`config.mk`:
```
export PLATFORM = sky130hd
export DESIGN_NAME = cfkbdencode
export DESIGN_NICKNAME = d
export VERILOG_FILES = /design/src/rtl/cfkbd_pkg.sv /design/src/rtl/cfkbd_debounce.sv /design/src/rtl/cfkbdencode.sv
export SDC_FILE = /design/constraint.sdc
export NUM_CORES = 1
export LEC_CHECK = 0
export BUFFER_PORTS_ARGS = -buffer_cell sky130_fd_sc_hd__buf_2
export CAP_MARGIN = 20
export CORE_MARGIN = 5
export CORE_UTILIZATION = 55
export CTS_CLUSTER_SIZE = 20
export DETAILED_ROUTE_END_ITERATION = 6
export PLACE_DENSITY = 0.75
export RECOVER_POWER = 100
export SYNTH_ARGS = -nofsm -noshare
export SYNTH_HDL_FRONTEND = slang
export SYNTH_SLANG_ARGS = --single-unit
```
`constraint.sdc`:
```
create_clock -name i_clk -period 4.7 [get_ports i_clk]
set_clock_uncertainty 0.1 [all_clocks]
set_input_delay 0.235 -clock i_clk [delete_from_list [all_inputs] [get_ports i_clk]]
set_output_delay 0.235 -clock i_clk [all_outputs]
set_load 0.02 [all_outputs]
```
`src/rtl/cfkbd_pkg.sv`:
```
// Shared definitions for the 1052/2150 console keyboard encoder and printer decoder.
package cfkbd_pkg;

  typedef enum logic [1:0] {
    ST_IDLE,
    ST_SETTLE,
    ST_PRESENT,
    ST_RELEASE
  } state_e;

  typedef enum logic [1:0] {
    DB_HOLD,
    DB_LOAD,
    DB_INC,
    DB_CLR
  } db_cmd_e;

  // Contact vector: {return, space, shift_uc, shift_lc, key_down, key_code[5:0]}
  localparam int CONTACT_W = 11;

  localparam logic [7:0] EBCDIC_SPACE = 8'h40;
  localparam logic [7:0] EBCDIC_NL    = 8'h15;
  localparam logic [7:0] EBCDIC_QMARK = 8'h6F;

  // EBCDIC_QMARK lies outside every defined range, so it doubles as the undefined-code marker.
  function automatic logic [7:0] kbd_to_ebcdic(input logic [5:0] code, input logic upper);
    logic [7:0] c;
    logic [7:0] res;
    c = {2'b00, code};
    if (code >= 6'd1 && code <= 6'd9)
      res = (upper ? 8'hC1 : 8'h81) + (c - 8'd1);
    else if (code >= 6'd10 && code <= 6'd18)
      res = (upper ? 8'hD1 : 8'h91) + (c - 8'd10);
    else if (code >= 6'd19 && code <= 6'd26)
      res = (upper ? 8'hE2 : 8'hA2) + (c - 8'd19);
    else if (code >= 6'd32 && code <= 6'd41)
      res = 8'hF0 + (c - 8'd32);
    else
      res = EBCDIC_QMARK;
    return res;
  endfunction

endpackage

```
`src/rtl/cfkbd_debounce.sv`:
```
// Contact snapshot register and settle counter; the FSM chooses when to load, count or clear.
module cfkbd_debounce
  import cfkbd_pkg::*;
#(
  parameter int SETTLE_CYCLES = 4
) (
  input  logic                 i_clk,
  input  logic                 i_reset,
  input  logic [CONTACT_W-1:0] i_vec,
  input  db_cmd_e              i_cmd,
  output logic [CONTACT_W-1:0] o_snap,
  output logic                 o_same,
  output logic                 o_open,
  output logic                 o_settled
);

  localparam int CNT_W = $clog2(SETTLE_CYCLES + 1);
  localparam logic [CNT_W-1:0] CNT_MAX = CNT_W'(SETTLE_CYCLES);

  logic [CONTACT_W-1:0] snap_q, snap_d;
  logic [CNT_W-1:0]     cnt_q, cnt_d;

  always_comb begin
    snap_d = snap_q;
    cnt_d  = cnt_q;
    unique case (i_cmd)
      DB_LOAD: begin
        snap_d = i_vec;
        cnt_d  = CNT_W'(1);
      end
      DB_INC:  if (cnt_q != CNT_MAX) cnt_d = cnt_q + CNT_W'(1);
      DB_CLR:  cnt_d = '0;
      default: ;
    endcase
  end

  always_ff @(posedge i_clk) begin
    if (i_reset) begin
      snap_q <= '0;
      cnt_q  <= '0;
    end else begin
      snap_q <= snap_d;
      cnt_q  <= cnt_d;
    end
  end

  assign o_snap    = snap_q;
  assign o_same    = (i_vec == snap_q);
  assign o_open    = ~|i_vec[CONTACT_W-1:6];
  assign o_settled = (cnt_q == CNT_MAX);

endmodule

```
`src/rtl/cfkbdencode.sv`:
```
// Keyboard encoder: debounces contacts, tracks case, presents EBCDIC bytes with valid/taken.
module cfkbdencode
  import cfkbd_pkg::*;
#(
  parameter int SETTLE_CYCLES = 4
) (
  input  logic       i_clk,
  input  logic       i_reset,
  input  logic       i_kbd_enable,
  input  logic       i_key_down,
  input  logic [5:0] i_key_code,
  input  logic       i_space_key,
  input  logic       i_return_key,
  input  logic       i_shift_uc,
  input  logic       i_shift_lc,
  input  logic       i_data_taken,
  output logic [7:0] o_data_reg,
  output logic       o_data_valid,
  output logic       o_function,
  output logic       o_carrier_return_latch,
  output logic       o_case_latch,
  output logic       o_bad_code
);

  logic [CONTACT_W-1:0] vec, snap;
  logic                 db_same, db_open, db_settled;
  db_cmd_e              db_cmd;

  state_e     state_q, state_d;
  logic [7:0] data_q, data_d;
  logic       valid_q, valid_d;
  logic       func_q, func_d;
  logic       cr_q, cr_d;
  logic       case_q, case_d;
  logic       bad_q, bad_d;
  logic [7:0] char_byte;

  assign vec = {i_return_key, i_space_key, i_shift_uc, i_shift_lc, i_key_down, i_key_code};

  cfkbd_debounce #(.SETTLE_CYCLES(SETTLE_CYCLES)) u_debounce (
    .i_clk     (i_clk),
    .i_reset   (i_reset),
    .i_vec     (vec),
    .i_cmd     (db_cmd),
    .o_snap    (snap),
    .o_same    (db_same),
    .o_open    (db_open),
    .o_settled (db_settled)
  );

  assign char_byte = kbd_to_ebcdic(snap[5:0], case_q);

  always_comb begin
    state_d = state_q;
    data_d  = data_q;
    valid_d = valid_q;
    func_d  = func_q;
    cr_d    = cr_q;
    case_d  = case_q;
    bad_d   = 1'b0;
    db_cmd  = DB_HOLD;
    unique case (state_q)
      ST_IDLE: begin
        if (i_kbd_enable && !db_open) begin
          db_cmd  = DB_LOAD;
          state_d = ST_SETTLE;
        end else begin
          db_cmd = DB_CLR;
        end
      end
      ST_SETTLE: begin
        if (db_settled) begin
          db_cmd = DB_CLR;
          if (snap[10]) begin
            data_d  = EBCDIC_NL;
            func_d  = 1'b1;
            cr_d    = 1'b1;
            valid_d = 1'b1;
            state_d = ST_PRESENT;
          end else if (snap[9]) begin
            data_d  = EBCDIC_SPACE;
            func_d  = 1'b1;
            valid_d = 1'b1;
            state_d = ST_PRESENT;
          end else if (snap[8] || snap[7]) begin
            if (snap[8] && !snap[7]) case_d = 1'b1;
            else if (snap[7] && !snap[8]) case_d = 1'b0;
            state_d = ST_RELEASE;
          end else if (snap[6]) begin
            data_d  = char_byte;
            func_d  = 1'b0;
            bad_d   = (char_byte == EBCDIC_QMARK);
            valid_d = 1'b1;
            state_d = ST_PRESENT;
          end else begin
            state_d = ST_RELEASE;
          end
        end else if (db_open) begin
          db_cmd  = DB_CLR;
          state_d = ST_IDLE;
        end else if (!db_same) begin
          db_cmd = DB_LOAD;
        end else begin
          db_cmd = DB_INC;
        end
      end
      ST_PRESENT: begin
        db_cmd = DB_CLR;
        // Taken wins over a simultaneous enable drop: the channel already has the byte.
        if (i_data_taken || !i_kbd_enable) begin
          valid_d = 1'b0;
          func_d  = 1'b0;
          cr_d    = 1'b0;
          state_d = ST_RELEASE;
        end
      end
      ST_RELEASE: begin
        if (db_settled) begin
          db_cmd  = DB_CLR;
          state_d = ST_IDLE;
        end else if (db_open) begin
          db_cmd = DB_INC;
        end else begin
          db_cmd = DB_CLR;
        end
      end
      default: state_d = ST_IDLE;
    endcase
  end

  always_ff @(posedge i_clk) begin
    if (i_reset) begin
      state_q <= ST_IDLE;
      data_q  <= 8'h00;
      valid_q <= 1'b0;
      func_q  <= 1'b0;
      cr_q    <= 1'b0;
      case_q  <= 1'b0;
      bad_q   <= 1'b0;
    end else begin
      state_q <= state_d;
      data_q  <= data_d;
      valid_q <= valid_d;
      func_q  <= func_d;
      cr_q    <= cr_d;
      case_q  <= case_d;
      bad_q   <= bad_d;
    end
  end

  assign o_data_reg             = data_q;
  assign o_data_valid           = valid_q;
  assign o_function             = func_q;
  assign o_carrier_return_latch = cr_q;
  assign o_case_latch           = case_q;
  assign o_bad_code             = bad_q;

endmodule

```
==> results.md, run 1 <==
* Design area at 0.002980 mm^2
* Overall Global Routing Usage at 24.66%
* Ys flop type: dfxtp_1
* Sink Count at 29
* CTS Buffer Depth at 2
* Number of buffers created by CTS at 5
* Cells after Synth at 358
* First-pass GRT wire length at 12680 um
* Post-Synth XOR/XNOR Area at 10.07%
* Kind of critical path: reg -> reg
* CP required at 4.80 ns
* Core Area at 0.004817 mm^2
* PD cells at 400.0 mW/mm^2
* Gr ovfl total at 0
* Layout area overhead at 7.056%
* Crit Path Max Fanout at 17
* Final non-filler cell total at 441
* Hold WC Path Type: in -> reg
* DRC Markers at 0
* Mux cell area share after synthesis at 2.157%
* Number of antenna violations at the first check in global routing at 0
* Die H at 81.15 um
* Die area at 0.006585 mm^2
* Row cnt at 25
* Relative slew slack at 44.60%
* Nets at 412
* # H-tree levels at 2
* Crit share post-route at 80.74%
* WP data arrival at 3.89 ns
* Ant. Diodes at 0
* PnR worst setup slack at 0.9050 ns
* Outcome: finished clean
* Die X at 81.15 um
* Total power at 1.192 mW
* Post-CTS Setup Bufs at 0
* Routed Antenna Nets at 0
* Initial core utilization at 57.79%
* Synth Area in Simple Gates at 22.34%
* Final core occ at 61.87%
* Avg WL per Cell at 17.12 um
* DP Worst Slack at 1.347 ns
* Achievable frequency at 263.5 MHz
* Clk_lat worst skew at 0.28 ns
* CTS resizes at 0
* Setup crit start kind: flop
* Placed cell area at 0.002907 mm^2
* Detailed Routing Iterations Pass 1 at 4
* RSZ-0062 raised after global routing: false
* Largest net degree at the start of global routing at 25
* Max cap viols at 0
* Post-synthesis sequential area ratio at 20.85%
* RD Place Congestion at 0.9435
* Filler cell count at 492
* Setup crit end kind: flop
* Post-synth EDFFs at 0
* Yosys warns at 0
* Final Setup Violations at 0
* Hold_buf cts at 0
* Ports at 28
* Worst VDD drop at 0.0003041 V
* Period minus WS final at 3.795 ns
* DRT iter0 DRCs at 340
* Clock root cell: clkbuf_8
* Placed instance count at 433
* Slew at the pin closest to its max-slew limit at 0.8299 ns
* Share of layout cells above drive strength 1 at 8.824%
* Synthesized area per cell at 7.776 um^2
* Yosys reg bits at 29
* Hold_ws at 0.1161 ns
* Vias in the first global route at 2584
* Area share of fa/ha/maj cells after synthesis at 10.79%
* Slew Viols, Final at 0
* Pleak at 1.198 nW
* TritonCTS clock tree: yes
* Largest family of logic cells by synthesized area: compound AO/OA/AOI/OAI gates
* Drt via density at 6.227
* FFs w/ async S/R, synth at 0%
* Final wirelength at 7551 um
* Cell Area, Synth at 0.002784 mm^2
* Final hold vios at 0
* # port buffers at 27
* Most common cell after layout, fill and taps aside: dfxtp_1
* Total number of vias at 2746
* Synth Area in Compound Gates at 27.37%
* Most frequent cells in the layout: 29 x dfxtp_1, 27 x a21oi_1, 26 x nand2_1
* Fin Setup TNS at 0 ns
* CTS clk-pin slew, worst paths at 0.06 ns
* Count of cell types in the netlist at 60
* Max FFs per register at 11
* Half-perimeter wire length after placement at 5577 um
* Syn Nets at 397
-- critical path: stages (launching register included) --
cell and delay [ns]:
dfxtp_1 0.72, inv_1 0.31, ha_1 0.30, a21bo_2 0.25, o311ai_0 0.48, and2_0 0.56, a311oi_1 0.17, a2111oi_1 0.41
nand4_1 0.17, nor4_2 0.25
-- worst paths after layout --
path / from / to / slack (ns) / cells after the start
worst max-delay path: u_debounce.o_snap[2]$_SDFFE_PP0N_ / o_bad_code$_SDFF_PP0_ / 0.90 / 9
worst min-delay path: i_key_code[3] / u_debounce.o_snap[3]$_SDFFE_PP0N_ / 0.12 / 3
worst min register to register: o_data_reg[6]$_SDFFE_PP0P_ / o_data_reg[6]$_SDFFE_PP0P_ / 0.35 / 2
worst max register to register: u_debounce.o_snap[2]$_SDFFE_PP0N_ / o_bad_code$_SDFF_PP0_ / 0.90 / 9
-- power by group --
| group | total (mW) | internal [mW] | switching (mW) |
|---|---|---|---|
| clock | 0.228 | 0.132 | 0.0962 |
| combinational | 0.638 | 0.246 | 0.392 |
| sequential | 0.326 | 0.267 | 0.0586 |
-- synth_stat cells (all sizes together), types with 12 or more instances --
cell type,n,area share (%)
o31ai,12,3.2
buf,13,2.8
ha,24,11
nand4,18,4.0
a21oi,28,5.3
inv,19,2.6
xnor2,14,4.4
nand2,26,3.5
xor2,18,5.7
o21ai,13,2.3
nor2,23,3.1
dfxtp,29,21
-- logic make-up (layout without fill, tap and decap cells) --
kind of cell             count (synthesis)  after routing
AND/OR/NAND/NOR                        120            120
AO/OA/AOI/OAI                          107            107
buffers and inverters                   40             56
XOR/XNOR                                32             32
flip-flops                              29             29
adder cells (fa/ha/maj)                 24             24
multiplexers                             6              6
-- area by class of cell --
class / instances / area [um^2] / share of cell area, %
Tap cell: 67 / 83.83 / 2.813
Inverter: 20 / 75.07 / 2.519
Clock inverter: 1 / 5.005 / 0.1679
Clock buffer: 7 / 96.34 / 3.233
Multi-Input combinational cell: 289 / 2013 / 67.55
Timing Repair Buffer: 28 / 126.4 / 4.240
Sequential cell: 29 / 580.6 / 19.48
-- layer usage --
| layer | routed length (um) | GRT usage [%] | up-vias | part of all wire, % |
|---|---|---|---|---|
| met5 | 0 | 0 | - | 0 |
| met4 | 114 | 8.277 | 0 | 1.5 |
| met3 | 493 | 4.213 | 10 | 6.5 |
| met2 | 3200 | 35.14 | 96 | 42 |
| met1 | 3742 | 37.08 | 1273 | 50 |
| li1 | - | - | 1367 | - |
No activity file was read; power rests on OpenSTA's default activity.
==> run 2, diff against run 1 <==
--- a/config.mk
+++ b/config.mk
@@ -8,10 +8,10 @@
 export BUFFER_PORTS_ARGS = -buffer_cell sky130_fd_sc_hd__buf_2
 export CAP_MARGIN = 20
 export CORE_MARGIN = 5
-export CORE_UTILIZATION = 55
+export CORE_UTILIZATION = 54
 export CTS_CLUSTER_SIZE = 20
 export DETAILED_ROUTE_END_ITERATION = 6
-export PLACE_DENSITY = 0.75
+export PLACE_DENSITY = 0.77
 export RECOVER_POWER = 100
 export SYNTH_ARGS = -nofsm -noshare
 export SYNTH_HDL_FRONTEND = slang
==> constraint.sdc (replaced) <==
create_clock -name i_clk -period 3.45 [get_ports i_clk]
set_clock_uncertainty 0.1 [all_clocks]
set_input_delay 0.1725 -clock i_clk [delete_from_list [all_inputs] [get_ports i_clk]]
set_output_delay 0.1725 -clock i_clk [all_outputs]
set_load 0.02 [all_outputs]
==> results.md, run 2 (synthesis gave the netlist of run 1 again) <==
* Crit share post-route at 89.58% (was 80.74%)
* WP data arrival at 3.19 ns (was 3.89 ns)
* Vias in the first global route at 2786 (was 2584)
* Placed cell area at 0.002955 mm^2 (was 0.002907 mm^2)
* CTS Buffer Depth at 2 (unchanged)
* Total number of vias at 2851 (was 2746)
* Pleak at 1.226 nW (was 1.198 nW)
* Overall Global Routing Usage at 24.10% (was 24.66%)
* Core Area at 0.005042 mm^2 (was 0.004817 mm^2)
* Clock group share of total power at 19.0% (was 19.1%)
* RSZ-0062 raised after global routing: false (unchanged)
* Design area at 0.003030 mm^2 (was 0.002980 mm^2)
* Worst Reg-to-Reg Cells at 9 (unchanged)
* Final Setup Violations at 0 (unchanged)
* CP required at 3.55 ns (was 4.80 ns)
* # port buffers at 27 (unchanged)
* DRT iter0 DRCs at 267 (was 340)
* Highest Signal Layer: met4 (unchanged)
* Fin Setup TNS at 0 ns (unchanged)
* Ports at 28 (unchanged)
* Half-perimeter wire length after placement at 5524 um (was 5577 um)
* RD Place Congestion at 0.9612 (was 0.9435)
* Setup crit start kind: flop (unchanged)
* Largest net degree at the start of global routing at 22 (was 25)
* Power Internal at 898.1 uW (was 645.1 uW)
* Kind of critical path: reg -> reg (unchanged)
* Die X at 81.80 um (was 81.15 um)
* Clock root cell: clkbuf_8 (unchanged)
* Routed Antenna Nets at 0 (unchanged)
* WP buf/inv at 1 (unchanged)
* Reg power frac at 24.9% (was 27.3%)
* CTS resizes at 0 (unchanged)
* Most common cell after layout, fill and taps aside: dfxtp_1 (unchanged)
* Sw power at 738.6 uW (was 547.2 uW)
* Number of buffers created by CTS at 5 (unchanged)
* Worst path top cell family by delay: compound AO/OA/AOI/OAI gates (unchanged)
* Nets at 418 (was 412)
* Detailed Routing Iterations Pass 1 at 5 (was 4)
* Slew Viols, Final at 0 (unchanged)
* Clk_lat worst skew at 0.28 ns (about the same)
* Slew at the pin closest to its max-slew limit at 0.6426 ns (was 0.8299 ns)
* Row cnt at 26 (was 25)
* # H-tree levels at 2 (unchanged)
* CTS clk-pin slew, worst paths at 0.07 ns (was 0.06 ns)
* Drt via density at 6.336 (was 6.227)
* Max FFs per register at 11 (unchanged)
* Worst r2r src: u_debounce.o_snap[0]$_SDFFE_PP0N_ (was u_debounce.o_snap[2]$_SDFFE_PP0N_)
* Outcome: finished clean (unchanged)
* Met3 wire len at 483 um (was 493 um)
* Achievable frequency at 323.6 MHz (was 263.5 MHz)
* Avg WL per Cell at 16.66 um (was 17.12 um)
* First-pass GRT wire length at 12690 um (was 12680 um)
* FF+latch area at 580.6 um^2 (unchanged)
* Cell chain of the critical path: inv_1, ha_1, nand2b_1, a311oi_1, o22ai_1, nor3_1, a2111oi_1, nand4_1, nor4_2 (was inv_1, ha_1, a21bo_2, o311ai_0, and2_0, a311oi_1, a2111oi_1, nand4_1, nor4_2)
* Relative slew slack at 57.11% (was 44.60%)
* Post-CTS Setup Bufs at 0 (unchanged)
* Wl on met1 at 3152 um (was 3742 um)
* Ant. Diodes at 0 (unchanged)
* PD cells at 540.1 mW/mm^2 (was 400.0 mW/mm^2)
* Crit Path Max Fanout at 15 (was 17)
* R2R Setup Slk at 0.36 ns (was 0.90 ns)
* Die H at 81.80 um (was 81.15 um)
* TritonCTS clock tree: yes (unchanged)
* Gr ovfl total at 0 (unchanged)
* Sink Count at 29 (unchanged)
* CP peak stage delay at 0.64 ns (was 0.72 ns)
* Setup crit end kind: flop (unchanged)
* Max cap viols at 0 (unchanged)
* Critical path's slowest cell: dfxtp_1 (unchanged)
* Sw Ratio at 45.13% (was 45.90%)
* Hold WC Path Type: in -> reg (unchanged)
* Worst VDD drop at 0.0003015 V (was 0.0003041 V)
* R2R Path End: o_bad_code$_SDFF_PP0_ (unchanged)
* Final wirelength at 7495 um (was 7551 um)
* DRC Markers at 0 (unchanged)
* Routed wl met2 at 3670 um (was 3200 um)
* WHS Endpoint: u_debounce.o_snap[4]$_SDFFE_PP0N_ (was u_debounce.o_snap[3]$_SDFFE_PP0N_)
* Filler cell count at 499 (was 492)
* Multi-input gate area at 0.002021 mm^2 (was 0.002013 mm^2)
* Hold path depth at 3 (unchanged)
* Number of antenna violations at the first check in global routing at 0 (unchanged)
* Final hold vios at 0 (unchanged)
* Most frequent cells in the layout: 29 x dfxtp_1, 27 x a21oi_1, 26 x nand2_1 (unchanged)
* Period minus WS final at 3.090 ns (was 3.795 ns)
* Hold_buf cts at 0 (unchanged)
* Layout area overhead at 8.854% (was 7.056%)
* Share of layout cells above drive strength 1 at 10.26% (was 8.824%)
* Initial core utilization at 55.21% (was 57.79%)
* Hold Startpoint: i_key_code[4] (was i_key_code[3])
* Die area at 0.006691 mm^2 (was 0.006585 mm^2)
* Logic pwr share at 56.1% (was 53.5%)
==> run 2: cell count changes in the layout (fill, tap and decap cells not counted), sizes merged <==
cell	previous run	this run
clkbuf	20	22
buf	15	19
==> run 2: worst max path at each step <==
| stage | cells past startpoint | slack (ns) | endpoint | startpoint |
|---|---|---|---|---|
| after floorplan | 11 | 0.66 | o_data_reg[7]$_SDFFE_PP0P_ | u_debounce.o_snap[4]$_SDFFE_PP0N_ |
| after global placement | 9 | 0.53 | o_bad_code$_SDFF_PP0_ | u_debounce.o_snap[0]$_SDFFE_PP0N_ |
| after detailed placement | 9 | 0.46 | o_bad_code$_SDFF_PP0_ | u_debounce.o_snap[0]$_SDFFE_PP0N_ |
| after CTS | 9 | 0.41 | o_bad_code$_SDFF_PP0_ | u_debounce.o_snap[0]$_SDFFE_PP0N_ |
| after global routing | 9 | 0.09 | o_bad_code$_SDFF_PP0_ | u_debounce.o_snap[0]$_SDFFE_PP0N_ |
| final | 9 | 0.36 | o_bad_code$_SDFF_PP0_ | u_debounce.o_snap[0]$_SDFFE_PP0N_ |
==> run 2: metrics by stage <==
stage          setup WS, ns  hold slack, ns  power, mW  std cells  util (%)
6_report             0.3597         0.06240      1.637        450     60.10
5_1_grt             0.08584         0.07521      1.761        450     60.10
4_1_cts              0.4137         0.05168      1.627        450     60.62
3_5_place_dp         0.4599          0.3431      1.310        442     58.61
3_3_place_gp         0.5311          0.3330      1.308        442     58.61
2_1_floorplan        0.6629          0.2177      1.119        358         -
==> run 2: per-layer routing <==
layer	global-route usage (%)	vias to the layer above
met1	29.69	1323
li1	-	1372
met2	41.03	134
met4	10.13	0
met5	0	-
met3	4.276	22
==> run 2: area by class of cell <==
cell class	instances	area share, %
Clock buffer	7	3.179
Clock inverter	1	0.1652
Inverter	20	2.477
Multi-Input combinational cell	289	66.68
Sequential cell	29	19.16
Tap cell	70	2.890
Timing Repair Buffer	34	5.450
==> run 2: power groups by stage <==
stage               logic [mW]  registers [mW]  clock network, mW
finish                   0.918           0.408              0.311
global route              1.01           0.414              0.332
CTS                      0.902           0.408              0.317
detailed placement       0.895           0.415                  0
global placement         0.895           0.413                  0
floorplan                0.720           0.399                  0
==> run 2: worst reg2reg max path, stage by stage (launching register included) <==
cell       delay (ns)
dfxtp_1          0.64
inv_1            0.21
ha_1             0.36
nand2b_1         0.16
a311oi_1         0.16
o22ai_1          0.37
nor3_1           0.10
a2111oi_1        0.46
nand4_1          0.19
nor4_2           0.26
==> run 3, diff against run 2 <==
--- a/config.mk
+++ b/config.mk
@@ -12,7 +12,6 @@
 export CTS_CLUSTER_SIZE = 20
 export DETAILED_ROUTE_END_ITERATION = 6
 export PLACE_DENSITY = 0.77
-export RECOVER_POWER = 100
 export SYNTH_ARGS = -nofsm -noshare
 export SYNTH_HDL_FRONTEND = slang
 export SYNTH_SLANG_ARGS = --single-unit
==> results.md, run 3 (synthesis gave the netlist of run 1 again) <==
* Outcome: finished clean (unchanged)
* Design area at 0.003057 mm^2 (was 0.003030 mm^2)
* Critical Path Stages at 9 (unchanged)
* Die X at 81.80 um (unchanged)
* Ports at 28 (unchanged)
* WP buf/inv at 1 (unchanged)
* Max cap viols at 0 (unchanged)
* RD Place Congestion at 0.9612 (unchanged)
* Routed Antenna Nets at 0 (unchanged)
* Pleak at 1.288 nW (was 1.226 nW)
* PnR worst setup slack at 0.3546 ns (was 0.3597 ns)
* Detailed Routing Iterations Pass 1 at 5 (unchanged)
* Ant. Diodes at 0 (unchanged)
* Final wirelength at 7479 um (was 7495 um)
* Clock root cell: clkbuf_8 (unchanged)
* Max FFs per register at 11 (unchanged)
* Final Setup Violations at 0 (unchanged)
* DP Worst Slack at 0.4599 ns (unchanged)
* CTS Buffer Depth at 2 (unchanged)
* Initial core utilization at 55.21% (unchanged)
* Setup crit end kind: flop (unchanged)
* PD cells at 536.6 mW/mm^2 (was 540.1 mW/mm^2)
* Avg WL per Cell at 16.62 um (was 16.66 um)
* First-pass GRT wire length at 12690 um (unchanged)
* DRT iter0 DRCs at 250 (was 267)
* DRC Markers at 0 (unchanged)
* Core Area at 0.005042 mm^2 (unchanged)
* Crit Path Max Fanout at 15 (unchanged)
* RSZ-0062 raised after global routing: false (unchanged)
* Total power at 1.640 mW (was 1.637 mW)
* Critical path's slowest cell: dfxtp_1 (unchanged)
* Total number of vias at 2837 (was 2851)
* Kind of critical path: reg -> reg (unchanged)
* Worst Reg-to-Reg Cells at 9 (unchanged)
* Fin Setup TNS at 0 ns (unchanged)
* Hold path depth at 3 (unchanged)
* Final non-filler cell total at 450 (unchanged)
* Achievable frequency at 323.1 MHz (was 323.6 MHz)
* WP data arrival at 3.19 ns (about the same)
* Most frequent cells in the layout: 29 x dfxtp_1, 27 x buf_2, 26 x a21oi_1, 26 x nand2_1, 24 x ha_1 (was 29 x dfxtp_1, 27 x a21oi_1, 26 x nand2_1)
* Row cnt at 26 (unchanged)
* Number of buffers created by CTS at 5 (unchanged)
* Gr ovfl total at 0 (unchanged)
* Final core occ at 60.62% (was 60.10%)
* CTS clk-pin slew, worst paths at 0.07 ns (about the same)
* Final hold vios at 0 (unchanged)
* Layout area overhead at 9.798% (was 8.854%)
* Worst path top cell family by delay: compound AO/OA/AOI/OAI gates (unchanged)
* Vias in the first global route at 2786 (unchanged)
* Clk_lat worst skew at 0.28 ns (about the same)
* Overall Global Routing Usage at 24.10% (unchanged)
* CP peak stage delay at 0.64 ns (about the same)
* Post-CTS Setup Bufs at 0 (unchanged)
* Worst VDD drop at 0.0003002 V (was 0.0003015 V)
* Largest net degree at the start of global routing at 22 (unchanged)
* Placed instance count at 442 (unchanged)
* Period minus WS final at 3.095 ns (was 3.090 ns)
* CTS resizes at 0 (unchanged)
* Slew Viols, Final at 0 (unchanged)
* Slew at the pin closest to its max-slew limit at 0.6294 ns (was 0.6426 ns)
* Hold_ws at 0.06193 ns (was 0.06240 ns)
* Crit share post-route at 89.72% (was 89.58%)
* Placed cell area at 0.002955 mm^2 (unchanged)
* Die H at 81.80 um (unchanged)
* Hold_buf cts at 0 (unchanged)
* Nets at 418 (unchanged)
* Setup crit start kind: flop (unchanged)
* Die area at 0.006691 mm^2 (unchanged)
* Hold WC Path Type: in -> reg (unchanged)
* Cell chain of the critical path: inv_1, ha_1, nand2b_1, a311oi_1, o22ai_1, nor3_1, a2111oi_1, nand4_1, nor4_2 (unchanged)
* Number of antenna violations at the first check in global routing at 0 (unchanged)
* TritonCTS clock tree: yes (unchanged)
* Share of layout cells above drive strength 1 at 14.21% (was 10.26%)
* Sink Count at 29 (unchanged)
* Relative slew slack at 57.99% (was 57.11%)
* Most common cell after layout, fill and taps aside: dfxtp_1 (unchanged)
* CP required at 3.55 ns (about the same)
* Drt via density at 6.304 (was 6.336)
* # H-tree levels at 2 (unchanged)
* # port buffers at 27 (unchanged)
* Half-perimeter wire length after placement at 5524 um (unchanged)
run 3: cell type report:
type	instances	area, um^2
Multi-Input combinational cell	289	2024
Sequential cell	29	580.6
Fill cell	487	1986
Clock inverter	1	5.005
Tap cell	70	87.58
Timing Repair Buffer	34	187.7
Inverter	20	75.07
Clock buffer	7	96.34
run 3: routing by layer:
metal	global-route usage, %	wire (um)	vias up	share of wire [%]
met2	41.03	3677	124	49
met1	29.69	3185	1325	43
li1	-	-	1372	-
met4	10.13	155	0	2.1
met5	0	0	-	0
met3	4.276	461	16	6.2
run 3: worst register-to-register path, delay by kind of cell, from the launching register on:
kind / cells / cell delay [ns]
AOI/OAI and AO/OA: 3 / 0.98
adders and majority gates: 1 / 0.37
DFF: 1 / 0.64
and+or+nand+nor: 4 / 0.71
buffers and inverters: 1 / 0.22
run 3: final timing paths:
path / startpoint / end / slack, ns
min: i_key_code[4] / u_debounce.o_snap[4]$_SDFFE_PP0N_ / 0.06
max: u_debounce.o_snap[0]$_SDFFE_PP0N_ / o_bad_code$_SDFF_PP0_ / 0.35
max reg2reg: u_debounce.o_snap[0]$_SDFFE_PP0N_ / o_bad_code$_SDFF_PP0_ / 0.35
min reg2reg: o_function$_SDFFE_PP0P_ / o_function$_SDFFE_PP0P_ / 0.35
run 3: power by group:
part	internal (mW)	switching (mW)	total, mW
Clock	0.180	0.131	0.311
Combinational	0.359	0.562	0.921
Sequential	0.364	0.0448	0.409
